===== config.mk =====
export PLATFORM = sky130hd
export DESIGN_NAME = alu_src_sel_pipe
export DESIGN_NICKNAME = d
export VERILOG_FILES = /design/src/rtl/alu_src_pkg.sv /design/src/rtl/alu_src_skid_buf.sv /design/src/rtl/alu_src_sel_pipe.sv
export SDC_FILE = /design/constraint.sdc
export NUM_CORES = 1
export LEC_CHECK = 0
export BUFFER_PORTS_ARGS = -buffer_cell sky130_fd_sc_hd__buf_2
export CORE_MARGIN = 3
export CORE_UTILIZATION = 30
export CTS_BUF_LIST = sky130_fd_sc_hd__clkbuf_4
export CTS_CLUSTER_DIAMETER = 40
export DETAILED_ROUTE_END_ITERATION = 8
export PLACE_DENSITY = 0.74
export SYNTH_ARGS = -nofsm -noshare
export SYNTH_HDL_FRONTEND = slang
export SYNTH_SLANG_ARGS = --single-unit

===== constraint.sdc =====
create_clock -name clk -period 2.2 [get_ports clk]
set_clock_uncertainty 0.05 [all_clocks]
set_input_delay 0.22 -clock clk [delete_from_list [all_inputs] [get_ports clk]]
set_output_delay 0.22 -clock clk [all_outputs]
set_load 0.01 [all_outputs]

===== src/rtl/alu_src_pkg.sv =====
// ============================================================================
// Module      : alu_src_pkg
// Description : Shared ALU operand-source encodings and select legality helper.
// Revision    : 1.0
// ============================================================================
`default_nettype none

package alu_src_pkg;

   localparam int SRC_PC  = 0;
   localparam int SRC_B   = 1;
   localparam int SRC_A   = 2;
   localparam int SRC_MDR = 3;

   function automatic logic sel_legal(input int unsigned sel, input int unsigned num_src);
      return (sel < num_src);
   endfunction

endpackage

`default_nettype wire


===== src/rtl/alu_src_skid_buf.sv =====
// ============================================================================
// Module      : alu_src_skid_buf
// Description : Two-entry (output + skid) valid/ready stage with registered
//               in_ready, so upstream never sees a path from out_ready.
// Revision    : 1.0
// ============================================================================
`default_nettype none

module alu_src_skid_buf #(
   parameter int DATA_W = 8
) (
   input  logic              clk,
   input  logic              reset,
   input  logic [DATA_W-1:0] in_data,
   input  logic              in_valid,
   output logic              in_ready,
   output logic [DATA_W-1:0] out_data,
   output logic              out_valid,
   input  logic              out_ready
);

   logic              main_valid_q, main_valid_d;
   logic [DATA_W-1:0] main_data_q,  main_data_d;
   logic              skid_valid_q, skid_valid_d;
   logic [DATA_W-1:0] skid_data_q,  skid_data_d;
   logic              accept;
   logic              xfer;

   assign in_ready  = !skid_valid_q;
   assign accept    = in_valid && !skid_valid_q;
   assign xfer      = main_valid_q && out_ready;
   assign out_data  = main_data_q;
   assign out_valid = main_valid_q;

   always_comb begin
      main_valid_d = main_valid_q;
      main_data_d  = main_data_q;
      skid_valid_d = skid_valid_q;
      skid_data_d  = skid_data_q;
      if (xfer) begin
         // A full skid implies no acceptance this cycle, so skid refills main.
         if (skid_valid_q) begin
            main_data_d  = skid_data_q;
            skid_valid_d = 1'b0;
         end else if (accept) begin
            main_data_d  = in_data;
         end else begin
            main_valid_d = 1'b0;
         end
      end else if (accept) begin
         if (main_valid_q) begin
            skid_valid_d = 1'b1;
            skid_data_d  = in_data;
         end else begin
            main_valid_d = 1'b1;
            main_data_d  = in_data;
         end
      end
   end

   always_ff @(posedge clk) begin
      if (reset) begin
         main_valid_q <= 1'b0;
         main_data_q  <= '0;
         skid_valid_q <= 1'b0;
         skid_data_q  <= '0;
      end else begin
         main_valid_q <= main_valid_d;
         main_data_q  <= main_data_d;
         skid_valid_q <= skid_valid_d;
         skid_data_q  <= skid_data_d;
      end
   end

endmodule

`default_nettype wire


===== src/rtl/alu_src_sel_pipe.sv =====
// ============================================================================
// Module      : alu_src_sel_pipe
// Description : Registered NUM_SRC:1 ALU operand selector with valid/ready
//               handshake and sticky illegal-select flag. Define
//               ALU_SRC_SKID_EN to add a skid entry with registered in_ready.
// Revision    : 1.0
// ============================================================================
`default_nettype none

module alu_src_sel_pipe
   import alu_src_pkg::*;
#(
   parameter int WIDTH   = 32,
   parameter int NUM_SRC = 4,
   parameter int SEL_W   = $clog2(NUM_SRC)
) (
   input  logic                     clk,
   input  logic                     reset,
   input  logic [NUM_SRC*WIDTH-1:0] src_bus,
   input  logic [SEL_W-1:0]         sel,
   input  logic                     in_valid,
   output logic                     in_ready,
   output logic [WIDTH-1:0]         out_data,
   output logic [SEL_W-1:0]         out_sel,
   output logic                     out_valid,
   input  logic                     out_ready,
   output logic                     err_sel,
   input  logic                     err_clr
);

   logic [WIDTH-1:0] sel_data;
   logic             sel_ok;
   logic             accept;
   logic             err_sel_q, err_sel_d;

   // No source matches an out-of-range index, so illegal selects yield zero.
   always_comb begin
      sel_data = '0;
      for (int k = 0; k < NUM_SRC; k++) begin
         if (sel == SEL_W'(k)) sel_data = src_bus[k*WIDTH +: WIDTH];
      end
   end

   assign sel_ok = sel_legal(32'(sel), NUM_SRC);
   assign accept = in_valid && in_ready;

`ifdef ALU_SRC_SKID_EN
   logic [SEL_W+WIDTH-1:0] buf_out;

   alu_src_skid_buf #(
      .DATA_W (SEL_W + WIDTH)
   ) u_skid (
      .clk       (clk),
      .reset     (reset),
      .in_data   ({sel, sel_data}),
      .in_valid  (in_valid),
      .in_ready  (in_ready),
      .out_data  (buf_out),
      .out_valid (out_valid),
      .out_ready (out_ready)
   );

   assign out_data = buf_out[WIDTH-1:0];
   assign out_sel  = buf_out[SEL_W+WIDTH-1:WIDTH];
`else
   logic             out_valid_q, out_valid_d;
   logic [WIDTH-1:0] out_data_q,  out_data_d;
   logic [SEL_W-1:0] out_sel_q,   out_sel_d;

   assign in_ready  = !out_valid_q || out_ready;
   assign out_valid = out_valid_q;
   assign out_data  = out_data_q;
   assign out_sel   = out_sel_q;

   always_comb begin
      out_valid_d = out_valid_q;
      out_data_d  = out_data_q;
      out_sel_d   = out_sel_q;
      if (accept) begin
         out_valid_d = 1'b1;
         out_data_d  = sel_data;
         out_sel_d   = sel;
      end else if (out_ready) begin
         out_valid_d = 1'b0;
      end
   end

   always_ff @(posedge clk) begin
      if (reset) begin
         out_valid_q <= 1'b0;
         out_data_q  <= '0;
         out_sel_q   <= '0;
      end else begin
         out_valid_q <= out_valid_d;
         out_data_q  <= out_data_d;
         out_sel_q   <= out_sel_d;
      end
   end
`endif

   // A fresh illegal acceptance outranks a simultaneous clear.
   always_comb begin
      err_sel_d = err_sel_q;
      if (accept && !sel_ok) err_sel_d = 1'b1;
      else if (err_clr)      err_sel_d = 1'b0;
   end

   always_ff @(posedge clk) begin
      if (reset) err_sel_q <= 1'b0;
      else       err_sel_q <= err_sel_d;
   end

   assign err_sel = err_sel_q;

endmodule

`default_nettype wire

==> results of run 1 <==
-- per-stage QoR --
| step | hold slack (ns) | total power [mW] | setup slack [ns] | util |
|---|---|---|---|---|
| floorplan | 0.2391 | 0.9441 | 0.8526 | - |
| global placement | 0.4069 | 1.123 | 0.6058 | 0.4657 |
| detailed placement | 0.4080 | 1.134 | 0.5818 | 0.4657 |
| CTS | 0.08686 | 1.506 | 0.6313 | 0.4754 |
| global route | 0.09286 | 1.558 | 0.4955 | 0.4754 |
| finish | 0.1084 | 1.473 | 0.6535 | 0.4754 |
-- cells by family (layout without fill, tap and decap cells) --
kind of cell | Yosys count | count (layout) | synth area share
simple gates | 4 | 4 | 0.01524
mux | 32 | 32 | 0.3877
compound gates | 38 | 38 | 0.1663
other cells | 1 | 1 | 0.001986
buf+inv | 17 | 184 | 0.05765
flops | 35 | 35 | 0.3711
-- power by group --
group	leakage (nW)	total (mW)	internal [mW]	switching [mW]
Combinational	1.10	0.408	0.248	0.160
Clock	0.0361	0.360	0.149	0.211
Sequential	0.288	0.704	0.682	0.0221
-- state kept, by name, indices dropped and copies added, names as in the netlist --
signal and count:
out_sel 2, out_valid 1, out_data 32
-- area by class of cell --
cell class              count  area, sq um
fillers                   569         3143
multi-input cells          75         1092
repair buffers            174        895.9
flip-flops and latches     35        700.7
well taps                  75        93.84
clock buffers               7        52.55
inverters                   2        7.507
clock inverters             1        5.005
-- worst max-delay path by stage --
stage / from / to / cells after the start
floorplan: out_valid / out_data[0] / 5
global placement: sel[0] / out_data[18] / 4
detailed placement: sel[0] / out_data[18] / 4
CTS: out_valid / out_data[31] / 5
global route: out_valid / out_data[17] / 5
finish: out_valid / out_data[3] / 5
-- layer usage --
| layer | global-route usage | share of wire |
|---|---|---|
| met1 | 0.1790 | 0.38 |
| met2 | 0.2754 | 0.52 |
| met3 | 0.04466 | 0.089 |
| met4 | 0.04173 | 0.0078 |
| met5 | 0 | 0 |
-- synth_stat cells, drive strengths merged --
cell type  number  share of area
dfxtp          35           0.37
a22o           32           0.15
mux4           32           0.39
buf            14          0.052
a21oi           4          0.013
inv             2         0.0040
nand3           2         0.0053
o21ai           2         0.0053
clkbuf          1         0.0020
conb            1         0.0020
nor2b           1         0.0046
nor3            1         0.0053
==> results_dict.tcl, run 1 <==
set metrics [dict create \
    run_status "finished clean" \
    period_share 0.7029 \
    cap_violations 0 \
    netlist_area_sq_mm 0.001888 \
    min_period_ns 1.546 \
    ios 172 \
    fp.dieW_um 85.33 \
    die_area_sq_mm 0.007281 \
    overflow 0 \
    cts_made_buffers 5 \
    clk_latency_ns 0.33 \
    rsz0062_at_grt "no" \
    port_buffers 169 \
    cts_resized 0 \
    final-instance-count-excl-fill 369 \
    tns_ns 0 \
    synth.net_count 262 \
    dr.pass1.iters 4 \
    first_iter_violations 42 \
    ant_nets 0 \
    grt_max_degree 33 \
    hold_end "out_sel[0]" \
    r2r_slack_ns 0.65 \
    rows 28 \
    crit_slowest_cell "dfxtp_1" \
    crit_path_start_kind "flop" \
    crit_arrival_ns 1.77 \
    place_inst 361 \
    synth.distinct_cells 16 \
    setup_viol 0 \
    syn_inst 127 \
    hold_path.class "input port to flop" \
    initial_core_util 0.3152 \
    cp_top_family "buffers and inverters" \
    clk_path_buf_depth 2 \
    cts_root_buffer "clkbuf_4" \
    endpoint_kind "flop" \
    h-tree-depth 2 \
    ir_worst_vdd_mv 0.3234 \
    cts.clk_slew.worst_paths_ns 0.11 \
    ys_seq_area_frac 0.3711 \
    ys_ff_latch 35 \
    vias_per_cell 4.995 \
    final_area_sq_mm 0.002848 \
    synthToLayoutAreaGrowth_pct 50.83 \
    vias 1843 \
    antenna_found_initial 0 \
    place_area_sq_mm 0.002790 \
    power_density_mw_per_mm2 517.3 \
    rr_startpoint "out_valid" \
    wirelength_um 5659 \
    cts_tree "done" \
    fmax_ghz 0.6466 \
    syn_area_per_cell_sq_um 14.87 \
    drc 0 \
    p_leak_nw 1.422 \
    rr_endpoint "out_data[3]" \
    critPathRequiredTime_ns 2.42 \
    slowest_delay_ns 0.33 \
    crit_buf_inv 2 \
    slew_viol_final 0 \
    place.gp.congestion 0.7311 \
    final_cell_mix "169 x buf_2, 35 x dfxtp_1, 32 x a22o_1" \
    post-cts-setup-buffers 0 \
    grt_pass1_wl_um 8928 \
    diodes 0 \
    critPathKind "flop to flop" \
    core_sq_mm 0.005991 \
    cts_num_sinks 35 \
    reg2reg_depth 5 \
    grt_pass1_vias 1903 \
    cp_max_fo 32 \
    cts_hold_buffers 0 \
    drive_gt1_frac 0.7279 \
    crit_chain "nor2b_2 > inv_1 > a21oi_4 > buf_4 > a22o_1" \
    final_hold_viol_count 0 \
    whs_path_depth 2 \
    wl_per_cell_um 15.34 \
    min_from "reset" \
    dp_hpwl_um 4552 \
    ys_warn_count 0 \
    layout_commonest_cell "buf_2" \
    grtUsageTotal 0.1540 \
    fp.dieH_um 85.33 \
    final_nets 428 \
]
Power figures use the tool's default switching activity.
==> run 2: changes to the inputs <==
Clock period 2.2 ns to 1.5 ns, I/O delays scaled along.
==> results_dict.tcl, run 2 (synthesis results as in run 1) <==
set metrics [dict create \
    vias 1901 \
    cts_made_buffers 5 \
    fillCellCount 558 \
    first_iter_violations 15 \
    drc 0 \
    rsz0062_at_grt "no" \
    antenna_found_initial 0 \
    hold_path.class "input port to flop" \
    grt_max_degree 21 \
    drive_gt1_frac 0.7306 \
    port_buffers 169 \
    cap_violations 0 \
    place.gp.congestion 0.7984 \
    cts.clk_slew.worst_paths_ns 0.10 \
    dp_hpwl_um 4936 \
    grt_pass1_vias 2062 \
    setup_viol 0 \
    run_status "finished clean" \
    cts_num_sinks 35 \
    rr_startpoint "out_valid" \
    vias_per_cell 5.110 \
    rows 28 \
    grtUsageTotal 0.1664 \
    core_sq_mm 0.005991 \
    min_from "reset" \
    power_density_mw_per_mm2 750.4 \
    grt_pass1_wl_um 9646 \
    final_hold_viol_count 0 \
    critPathKind "flop to output pin" \
    tns_ns 0 \
    critPathRequiredTime_ns 1.30 \
    fp.dieH_um 85.33 \
    ios 172 \
    crit_arrival_ns 1.16 \
    die_area_sq_mm 0.007281 \
    period_share 0.9037 \
    fmax_ghz 0.7377 \
    final_nets 431 \
    whs_path_depth 2 \
    min_period_ns 1.356 \
    hold_end "out_sel[1]" \
    wl_per_cell_um 15.94 \
    r2r_slack_ns 0.16 \
    dr.pass1.iters 3 \
    ant_nets 0 \
    cts_tree "done" \
    crit_path_start_kind "flop" \
    p_leak_nw 1.453 \
    clk_latency_ns 0.33 \
    wirelength_um 5931 \
    h-tree-depth 2 \
    endpoint_kind "output pin" \
    rr_endpoint "out_data[28]" \
    reg2reg_depth 5 \
    cts_root_buffer "clkbuf_4" \
    fp.dieW_um 85.33 \
    initial_core_util 0.3152 \
    cp_max_fo 5 \
    overflow 0 \
    largest_register_ffs 32 \
    cts_hold_buffers 0 \
    layout_commonest_cell "buf_2" \
    post-cts-setup-buffers 0 \
    synthToLayoutAreaGrowth_pct 54.47 \
    ir_worst_vdd_mv 0.3374 \
    cts_resized 0 \
    clk_path_buf_depth 2 \
    diodes 0 \
    holdWs_ns 0.03864 \
    final_core_util 0.4868 \
    slew_viol_final 0 \
    final_cell_mix "169 x buf_2, 35 x dfxtp_1, 32 x a22o_1" \
]
run 2: power by group:
group	leakage, nW	internal [mW]	switching (mW)
clock	0.0361	0.219	0.307
combinational	1.13	0.384	0.243
sequential	0.288	1.00	0.0343
run 2: layout make-up:
| class | count | area (sq um) | area share |
|---|---|---|---|
| inverters | 2 | 7.507 | 0.002574 |
| multi-input cells | 75 | 1097 | 0.3762 |
| flip-flops and latches | 35 | 700.7 | 0.2402 |
| clock inverters | 1 | 5.005 | 0.001716 |
| well taps | 75 | 93.84 | 0.03218 |
| repair buffers | 177 | 959.7 | 0.3290 |
| clock buffers | 7 | 52.55 | 0.01802 |
run 2: worst max path at each step:
stage	from	end	slack (ns)	depth (start not counted)
6_report	out_valid	in_ready	0.14	3
5_1_grt	out_valid	out_data[28]	0.06	5
4_1_cts	out_valid	in_ready	0.05	3
3_5_place_dp	sel[0]	out_data[1]	0.05	4
3_3_place_gp	sel[0]	out_data[7]	0.08	4
2_1_floorplan	out_valid	out_data[0]	0.15	5
run 2: stage by stage:
| step | area, sq um | instances | setup slack, ns | total power [mW] |
|---|---|---|---|---|
| 3_5_place_dp | 2850 | 364 | 0.04513 | 1.692 |
| 2_1_floorplan | 1888 | 127 | 0.1526 | 1.385 |
| 4_1_cts | 2908 | 372 | 0.04710 | 2.227 |
| 5_1_grt | 2917 | 372 | 0.05569 | 2.319 |
| 6_report | 2917 | 372 | 0.1444 | 2.189 |
| 3_3_place_gp | 2850 | 364 | 0.08445 | 1.667 |
run 2: critical path: stages (launching register included):
cell     delay, ns
dfxtp_1       0.34
nor2b_4       0.19
inv_1         0.13
buf_2         0.16
run 2: per-layer routing:
| layer | wire length [um] | global-route usage | vias to the layer above |
|---|---|---|---|
| met5 | 0 | 0 | - |
| met4 | 96 | 0.05468 | 0 |
| met3 | 499 | 0.03981 | 7 |
| met2 | 3215 | 0.3136 | 98 |
| met1 | 2120 | 0.1808 | 922 |
| li1 | - | - | 874 |
